**config.mk**
```make
export PLATFORM = sky130hd
export DESIGN_NAME = fetch_stage_flat
export DESIGN_NICKNAME = d
export VERILOG_FILES = /design/src/rtl/riscv_pkg.sv /design/src/rtl/fetch_stage_if.sv /design/src/rtl/fetch_skid.sv /design/src/rtl/fetch_stage.sv /design/src/flat_wrapper.sv
export SDC_FILE = /design/constraint.sdc
export NUM_CORES = 1
export LEC_CHECK = 0
export ABC_AREA = 1
export CAP_MARGIN = 40
export CORE_UTILIZATION = 35
export DETAILED_ROUTE_END_ITERATION = 8
export GPL_TIMING_DRIVEN = 1
export PLACE_DENSITY = 0.65
export REMOVE_ABC_BUFFERS = 1
export SKIP_LAST_GASP = 1
export SYNTH_ARGS = -nofsm -noshare
export SYNTH_HDL_FRONTEND = slang
export SYNTH_SLANG_ARGS = --single-unit
```
**constraint.sdc**
```tcl
create_clock -name clk -period 3.8 [get_ports clk]
set_clock_uncertainty 0.2 [all_clocks]
set_input_delay 0.57 -clock clk [delete_from_list [all_inputs] [get_ports clk]]
set_output_delay 0.57 -clock clk [all_outputs]
set_load 0.01 [all_outputs]
```
**src/rtl/riscv_pkg.sv**
```systemverilog
// Shared RISC-V core definitions: opcodes, canonical NOP
// and the instruction fetch FSM state encoding.
package riscv_pkg;

    localparam logic [6:0] OP     = 7'h33;
    localparam logic [6:0] OP_IMM = 7'h13;
    localparam logic [6:0] LOAD   = 7'h03;
    localparam logic [6:0] STORE  = 7'h23;
    localparam logic [6:0] BRANCH = 7'h63;
    localparam logic [6:0] JAL    = 7'h6f;
    localparam logic [6:0] JALR   = 7'h67;
    localparam logic [6:0] LUI    = 7'h37;
    localparam logic [6:0] AUIPC  = 7'h17;

    localparam logic [31:0] NOP_INSTR = 32'h0000_0013;

    typedef enum logic [1:0] {
        REQ,
        WAIT,
        DROP
    } fetch_state_e;

endpackage

```
**src/rtl/fetch_stage_if.sv**
```systemverilog
// Instruction memory port: request handshake plus
// unconditional response strobe.
interface fetch_stage_if;

    logic        imem_req_valid;
    logic        imem_req_ready;
    logic [31:0] imem_addr;
    logic        imem_rsp_valid;
    logic [31:0] imem_rsp_data;

    modport master (
        output imem_req_valid,
        output imem_addr,
        input  imem_req_ready,
        input  imem_rsp_valid,
        input  imem_rsp_data
    );

    modport slave (
        input  imem_req_valid,
        input  imem_addr,
        output imem_req_ready,
        output imem_rsp_valid,
        output imem_rsp_data
    );

endinterface

```
**src/rtl/fetch_skid.sv**
```systemverilog
// One-entry {pc, instr} holding buffer for a fetched word
// that arrives while decode is stalled.
module fetch_skid (
    input  logic        clk,
    input  logic        rst,
    input  logic        flush,
    input  logic        push,
    input  logic        pop,
    input  logic [31:0] push_pc,
    input  logic [31:0] push_instr,
    output logic        full,
    output logic [31:0] pc,
    output logic [31:0] instr
);

    always_ff @(posedge clk) begin
        if (rst) begin
            full  <= 1'b0;
            pc    <= '0;
            instr <= '0;
        end else if (flush) begin
            full <= 1'b0;
        end else if (push) begin
            full  <= 1'b1;
            pc    <= push_pc;
            instr <= push_instr;
        end else if (pop) begin
            full <= 1'b0;
        end
    end

endmodule

```
**src/rtl/fetch_stage.sv**
```systemverilog
// Instruction fetch: PC, single-outstanding imem FSM,
// skid buffer and the IF/ID output register.
module fetch_stage
    import riscv_pkg::*;
#(
    parameter logic [31:0] RESET_PC = 32'h0000_0000
) (
    input  logic          clk,
    input  logic          rst,
    fetch_stage_if.master imem,
    input  logic          stall,
    input  logic          redirect_valid,
    input  logic [31:0]   redirect_pc,
    output logic          if_valid,
    output logic [31:0]   if_pc,
    output logic [31:0]   if_instr,
    output logic [6:0]    opcode,
    output logic [2:0]    funct3,
    output logic [6:0]    funct7
);

    fetch_state_e state;
    logic [31:0]  pc;
    logic [31:0]  req_pc;
    logic [31:0]  redir_pc;
    logic         skid_full;
    logic [31:0]  skid_pc;
    logic [31:0]  skid_instr;
    logic         accept;
    logic         rsp_take;
    logic         slot_free;
    logic         load_rsp;
    logic         push;
    logic         pop;

    assign redir_pc = redirect_pc & 32'hFFFF_FFFC;

    // No new request while a word is parked in the skid
    assign imem.imem_req_valid = (state == REQ) && !skid_full;
    assign imem.imem_addr      = pc;

    assign accept    = imem.imem_req_valid && imem.imem_req_ready;
    assign rsp_take  = (state == WAIT) && imem.imem_rsp_valid
                       && !redirect_valid;
    assign slot_free = !if_valid || !stall;
    assign load_rsp  = rsp_take && slot_free && !skid_full;
    assign push      = rsp_take && !load_rsp;
    assign pop       = if_valid && !stall && skid_full
                       && !redirect_valid;

    always_ff @(posedge clk) begin
        if (rst) begin
            state  <= REQ;
            pc     <= RESET_PC;
            req_pc <= '0;
        end else begin
            unique case (state)
                REQ: begin
                    if (redirect_valid) begin
                        pc    <= redir_pc;
                        state <= accept ? DROP : REQ;
                    end else if (accept) begin
                        req_pc <= pc;
                        pc     <= pc + 32'd4;
                        state  <= WAIT;
                    end
                end
                WAIT: begin
                    if (redirect_valid)
                        pc <= redir_pc;
                    if (imem.imem_rsp_valid)
                        state <= REQ;
                    else if (redirect_valid)
                        state <= DROP;
                end
                DROP: begin
                    if (redirect_valid)
                        pc <= redir_pc;
                    if (imem.imem_rsp_valid)
                        state <= REQ;
                end
                default: state <= REQ;
            endcase
        end
    end

    always_ff @(posedge clk) begin
        if (rst) begin
            if_valid <= 1'b0;
            if_pc    <= '0;
            if_instr <= NOP_INSTR;
        end else if (redirect_valid) begin
            if_valid <= 1'b0;
            if_instr <= NOP_INSTR;
        end else if (load_rsp) begin
            if_valid <= 1'b1;
            if_pc    <= req_pc;
            if_instr <= imem.imem_rsp_data;
        end else if (pop) begin
            if_valid <= 1'b1;
            if_pc    <= skid_pc;
            if_instr <= skid_instr;
        end else if (if_valid && !stall) begin
            if_valid <= 1'b0;
            if_instr <= NOP_INSTR;
        end
    end

    fetch_skid u_skid (
        .clk        (clk),
        .rst        (rst),
        .flush      (redirect_valid),
        .push       (push),
        .pop        (pop),
        .push_pc    (req_pc),
        .push_instr (imem.imem_rsp_data),
        .full       (skid_full),
        .pc         (skid_pc),
        .instr      (skid_instr)
    );

    assign opcode = if_instr[6:0];
    assign funct3 = if_instr[14:12];
    assign funct7 = if_instr[31:25];

endmodule

```
**src/flat_wrapper.sv**
```systemverilog
// flat-port wrapper written by rule: the top's interface ports become plain ports
module fetch_stage_flat import riscv_pkg::*;
#(
    parameter logic [31:0] RESET_PC = 32'h0000_0000
)
  (clk, rst, stall, redirect_valid, redirect_pc, if_valid, if_pc, if_instr, opcode, funct3, funct7, imem_imem_req_valid, imem_imem_addr, imem_imem_req_ready, imem_imem_rsp_valid, imem_imem_rsp_data);
  fetch_stage_if imem_i ();
  input  logic clk;
  input  logic rst;
  input  logic stall;
  input  logic redirect_valid;
  input  logic [31:0] redirect_pc;
  output logic if_valid;
  output logic [31:0] if_pc;
  output logic [31:0] if_instr;
  output logic [6:0] opcode;
  output logic [2:0] funct3;
  output logic [6:0] funct7;
  output wire logic [$bits(imem_i.imem_req_valid)-1:0] imem_imem_req_valid;
  output wire logic [$bits(imem_i.imem_addr)-1:0] imem_imem_addr;
  input wire logic [$bits(imem_i.imem_req_ready)-1:0] imem_imem_req_ready;
  input wire logic [$bits(imem_i.imem_rsp_valid)-1:0] imem_imem_rsp_valid;
  input wire logic [$bits(imem_i.imem_rsp_data)-1:0] imem_imem_rsp_data;
  assign imem_imem_req_valid = imem_i.imem_req_valid;
  assign imem_imem_addr = imem_i.imem_addr;
  assign imem_i.imem_req_ready = imem_imem_req_ready;
  assign imem_i.imem_rsp_valid = imem_imem_rsp_valid;
  assign imem_i.imem_rsp_data = imem_imem_rsp_data;
  fetch_stage #(.RESET_PC(RESET_PC)) u_core (.clk(clk), .rst(rst), .imem(imem_i), .stall(stall), .redirect_valid(redirect_valid), .redirect_pc(redirect_pc), .if_valid(if_valid), .if_pc(if_pc), .if_instr(if_instr), .opcode(opcode), .funct3(funct3), .funct7(funct7));
endmodule
```
==> impl_metrics.csv <==
group,metric,value,unit
sta,fin_crit_sh,0.678,
yosys,synth_area_leader_cell,"dfxtp_1",
sta,worst_pin_slew,0.673,ns
setup_path,critical_path.most_common_cell,"buf_4",
floorplanning,die-area,24300,µm²
yosys,synth_cell_type_count,32,
detailed_routing,ant_nets,0,
job,maxCapViolCount,0,
detailed_routing,drc,0,
sta,grt_setup_unrepaired,"false",
final_layout,nFillCells,2353,
worst_hold_path,hold_path_class,"reg2reg",
sta,fin_crit,2.58,ns
sta,hold_violations,0,
setup_path,cp.arrival,2.73,ns
detailed_routing,routedWlPerCell,14.5,µm
grt,busiest_layer,"met2",
grt,global_route.usage.met2,0.326,
sta,slew_headroom,0.552,
yosys,syn_avg_cell_area,6.94,µm²
sta,tns,0,ns
cts,ctsResizeCount,0,
final_layout,synthToLayoutAreaGrowth,29.4,%
detailed_routing,first_pass_iters,5,
grt,grt_use_met3,0.0414,
setup_path,crit_required,3.95,ns
placement,portBuffers,178,
final_layout,utilization,0.468,
setup_path,cpPeakStageDelay,0.47,ns
setup_path,critPathCaptureType,"register",
yosys,ys_warn_count,0,
grt,grt_max_degree,68,
floorplanning,core,23000,µm²
cts,post_cts_buffers,0,
placement,gp_congestion,0.911,
final_layout,nets,1395,
final_layout,drive_gt1_frac,0.0480,
detailed_routing,detailedRoute.firstIterationViolations,507,
cts,cts.path.max_buffers,2,
setup_path,cp_max_fo,60,
detailed_routing,via_per_inst,4.90,
grt,antenna_found_initial,0,
yosys,ys_seq_area_frac,0.453,
cts,cts_tree,"done",
detailed_routing,drt_wl_total,23.9,mm
power_and_ir_drop,cellPowerDensity,502,nW/µm²
floorplanning,dieWidth,156,µm
cts,cts_made_buffers,17,
cts,holdBufCountCts,0,
setup_path,path_cells,"inv_1 > ha_1 > nand2_1 > nor2_2 > nand3_4 > buf_4 > nand2_2 > buf_4 > o21ai_0 > a31oi_1",
grt,grtUsageMet1,0.267,
yosys,ys_ff_latch,188,
sta,fmax,0.388,GHz
setup_path,path_class,"reg2reg",
setup_path,startpoint_type,"register",
final_layout,n_antenna_cell,0,
final_layout,fin_area,10700,µm²
power_and_ir_drop,leakage,4.00,nW
status,status,"complete, no violations",
cts,clkLatencyLatePin,0.43,ns
yosys,netlist_area,8300,µm²
grt,overflow,0,
final_layout,register_area,3760,µm²
cts,root_buffer,"clkbuf_16",
cts,htreeDepth,4,
yosys,synth_area_leaders,"dfxtp_1 (45%), nand2_1 (13%), nor2_1 (9.3%)",
floorplanning,ios,185,
placement,placed_area,10100,µm²
grt,grt_pass1_wl,38.6,mm
detailed_routing,vias,8053,
yosys,synth_top_area_frac,0.453,
grt,grt_pass1_vias,7465,
cts,clkTransAtPathRegs,0.08,ns
power_and_ir_drop,irDropWorstVdd,0.429,mV
grt,grt_util_all_layers,0.200,
floorplanning,die_h,156,µm
final_layout,multi_input_area,3820,µm²
cts,cts.sinks,188,
floorplanning,start_util,0.361,
floorplanning,rows,55,
yosys,syn_inst,1196,
sta,hold_ws,0.272,ns
sta,final_max_slew_viol_count,0,
sta,setup_violations,0,
placement,dpl.hpwl,16.1,mm
setup_path,cpMaxStageDelayCell,"buf_4",
==> state kept, by name, indices dropped and copies added (netlist names) <==
register,count
u_core.u_skid.instr,32
u_core.if_instr,32
u_core.req_pc,30
u_core.state,2
u_core.if_pc,30
u_core.if_valid,1
u_core.u_skid.full,1
u_core.u_skid.pc,30
u_core.imem.imem_addr,30
==> final cells by class <==
type                    count  share of cell area
multi-input cells         855               0.355
flip-flops and latches    188               0.350
repair buffers            195               0.180
clock buffers              18              0.0409
well taps                 313              0.0364
inverters                  63              0.0222
clock inverters            13              0.0148
==> metrics by stage <==
step	setup slack [ns]	instances	total power, mW
finish	1.22	1645	5.40
global placement	0.812	1614	3.59
CTS	1.19	1645	5.44
floorplan	0.498	1106	3.00
detailed placement	0.803	1614	3.61
global route	0.992	1645	5.70
==> kinds of logic (layout without fill, tap and decap cells) <==
| group | after synthesis | count (layout) | synth area share |
|---|---|---|---|
| compound gates | 294 | 294 | 0.189 |
| xor+xnor | 1 | 1 | 0.00106 |
| fa+ha+maj | 5 | 5 | 0.00753 |
| buf+inv | 156 | 289 | 0.0889 |
| flops | 188 | 188 | 0.453 |
| other cells | 1 | 4 | 0.000452 |
| simple gates | 551 | 551 | 0.260 |
==> worst max-delay path: cells and delay by family (launching register included) <==
kind	cells	cell delay, ns
AO/OA/AOI/OAI	2	0.35
adder cells (fa/ha/maj)	1	0.20
buffers and inverters	3	0.85
flip-flops	1	0.34
AND/OR/NAND/NOR	4	0.52
==> layout by cell type, fill, tap and decap left out <==
| master | count |
|---|---|
| nor2_2 | 4 |
| a211oi_1 | 1 |
| nand2_2 | 2 |
| o21a_1 | 1 |
| bufinv_16 | 2 |
| inv_6 | 2 |
| clkbuf_8 | 1 |
| nand2_1 | 297 |
| buf_4 | 15 |
| o211ai_1 | 4 |
| nor3_1 | 2 |
| inv_2 | 4 |
| nor2_1 | 204 |
| a31oi_1 | 61 |
| nand4_1 | 2 |
| dfxtp_1 | 188 |
| nand3b_1 | 1 |
| clkinv_4 | 2 |
| or2_2 | 3 |
| nor2_4 | 1 |
| clkbuf_16 | 17 |
| conb_1 | 4 |
| inv_8 | 3 |
| and2_1 | 1 |
| xor2_1 | 1 |
| o21ai_0 | 139 |
| inv_4 | 1 |
| clkinvlp_4 | 4 |
| clkdlybuf4s50_1 | 178 |
| a21oi_1 | 75 |
| inv_1 | 58 |
| buf_12 | 2 |
| nand3_1 | 33 |
| o21ai_1 | 10 |
| o22ai_1 | 3 |
| ha_1 | 5 |
| nand3_4 | 1 |
==> routing by layer <==
metal  vias up  routed length (µm)
li1       4131                   -
met1      3617               11100
met4         0                 344
met2       275               10800
met3        30                1560
met5         -                   0
==> final timing paths <==
check | from | end | slack, ns | cells past startpoint
min | u_core.req_pc[7] | u_core.req_pc[7] | 0.27 | 2
max reg2reg | u_core.state[1] | u_core.if_pc[27] | 1.22 | 10
max | u_core.state[1] | u_core.if_pc[27] | 1.22 | 10
min reg2reg | u_core.req_pc[7] | u_core.req_pc[7] | 0.27 | 2
==> power breakdown <==
part	internal [mW]	switching (mW)
Clock	1.00	0.824
Combinational	0.502	0.674
Sequential	2.18	0.220
Total	3.68	1.72
==> cells in the mapped netlist <==
cell,instances
nand2_1,298
nor2_1,206
dfxtp_1,188
o21ai_0,139
a21oi_1,75
a31oi_1,61
inv_1,59
clkbuf_1,40
nand3_1,33
buf_2,24
buf_4,22
o21ai_1,10
buf_6,5
ha_1,5
o211ai_1,4
inv_2,3
o22ai_1,3
or2_2,3
buf_1,2
nand4_1,2
nor2_2,2
nor3_1,2
a211oi_1,1
and2_1,1
conb_1,1
inv_4,1
nand2_2,1
nand3_4,1
nand3b_1,1
nor2_4,1
o21a_1,1
xor2_1,1
Note: power is estimated with default switching activity, not from simulation.
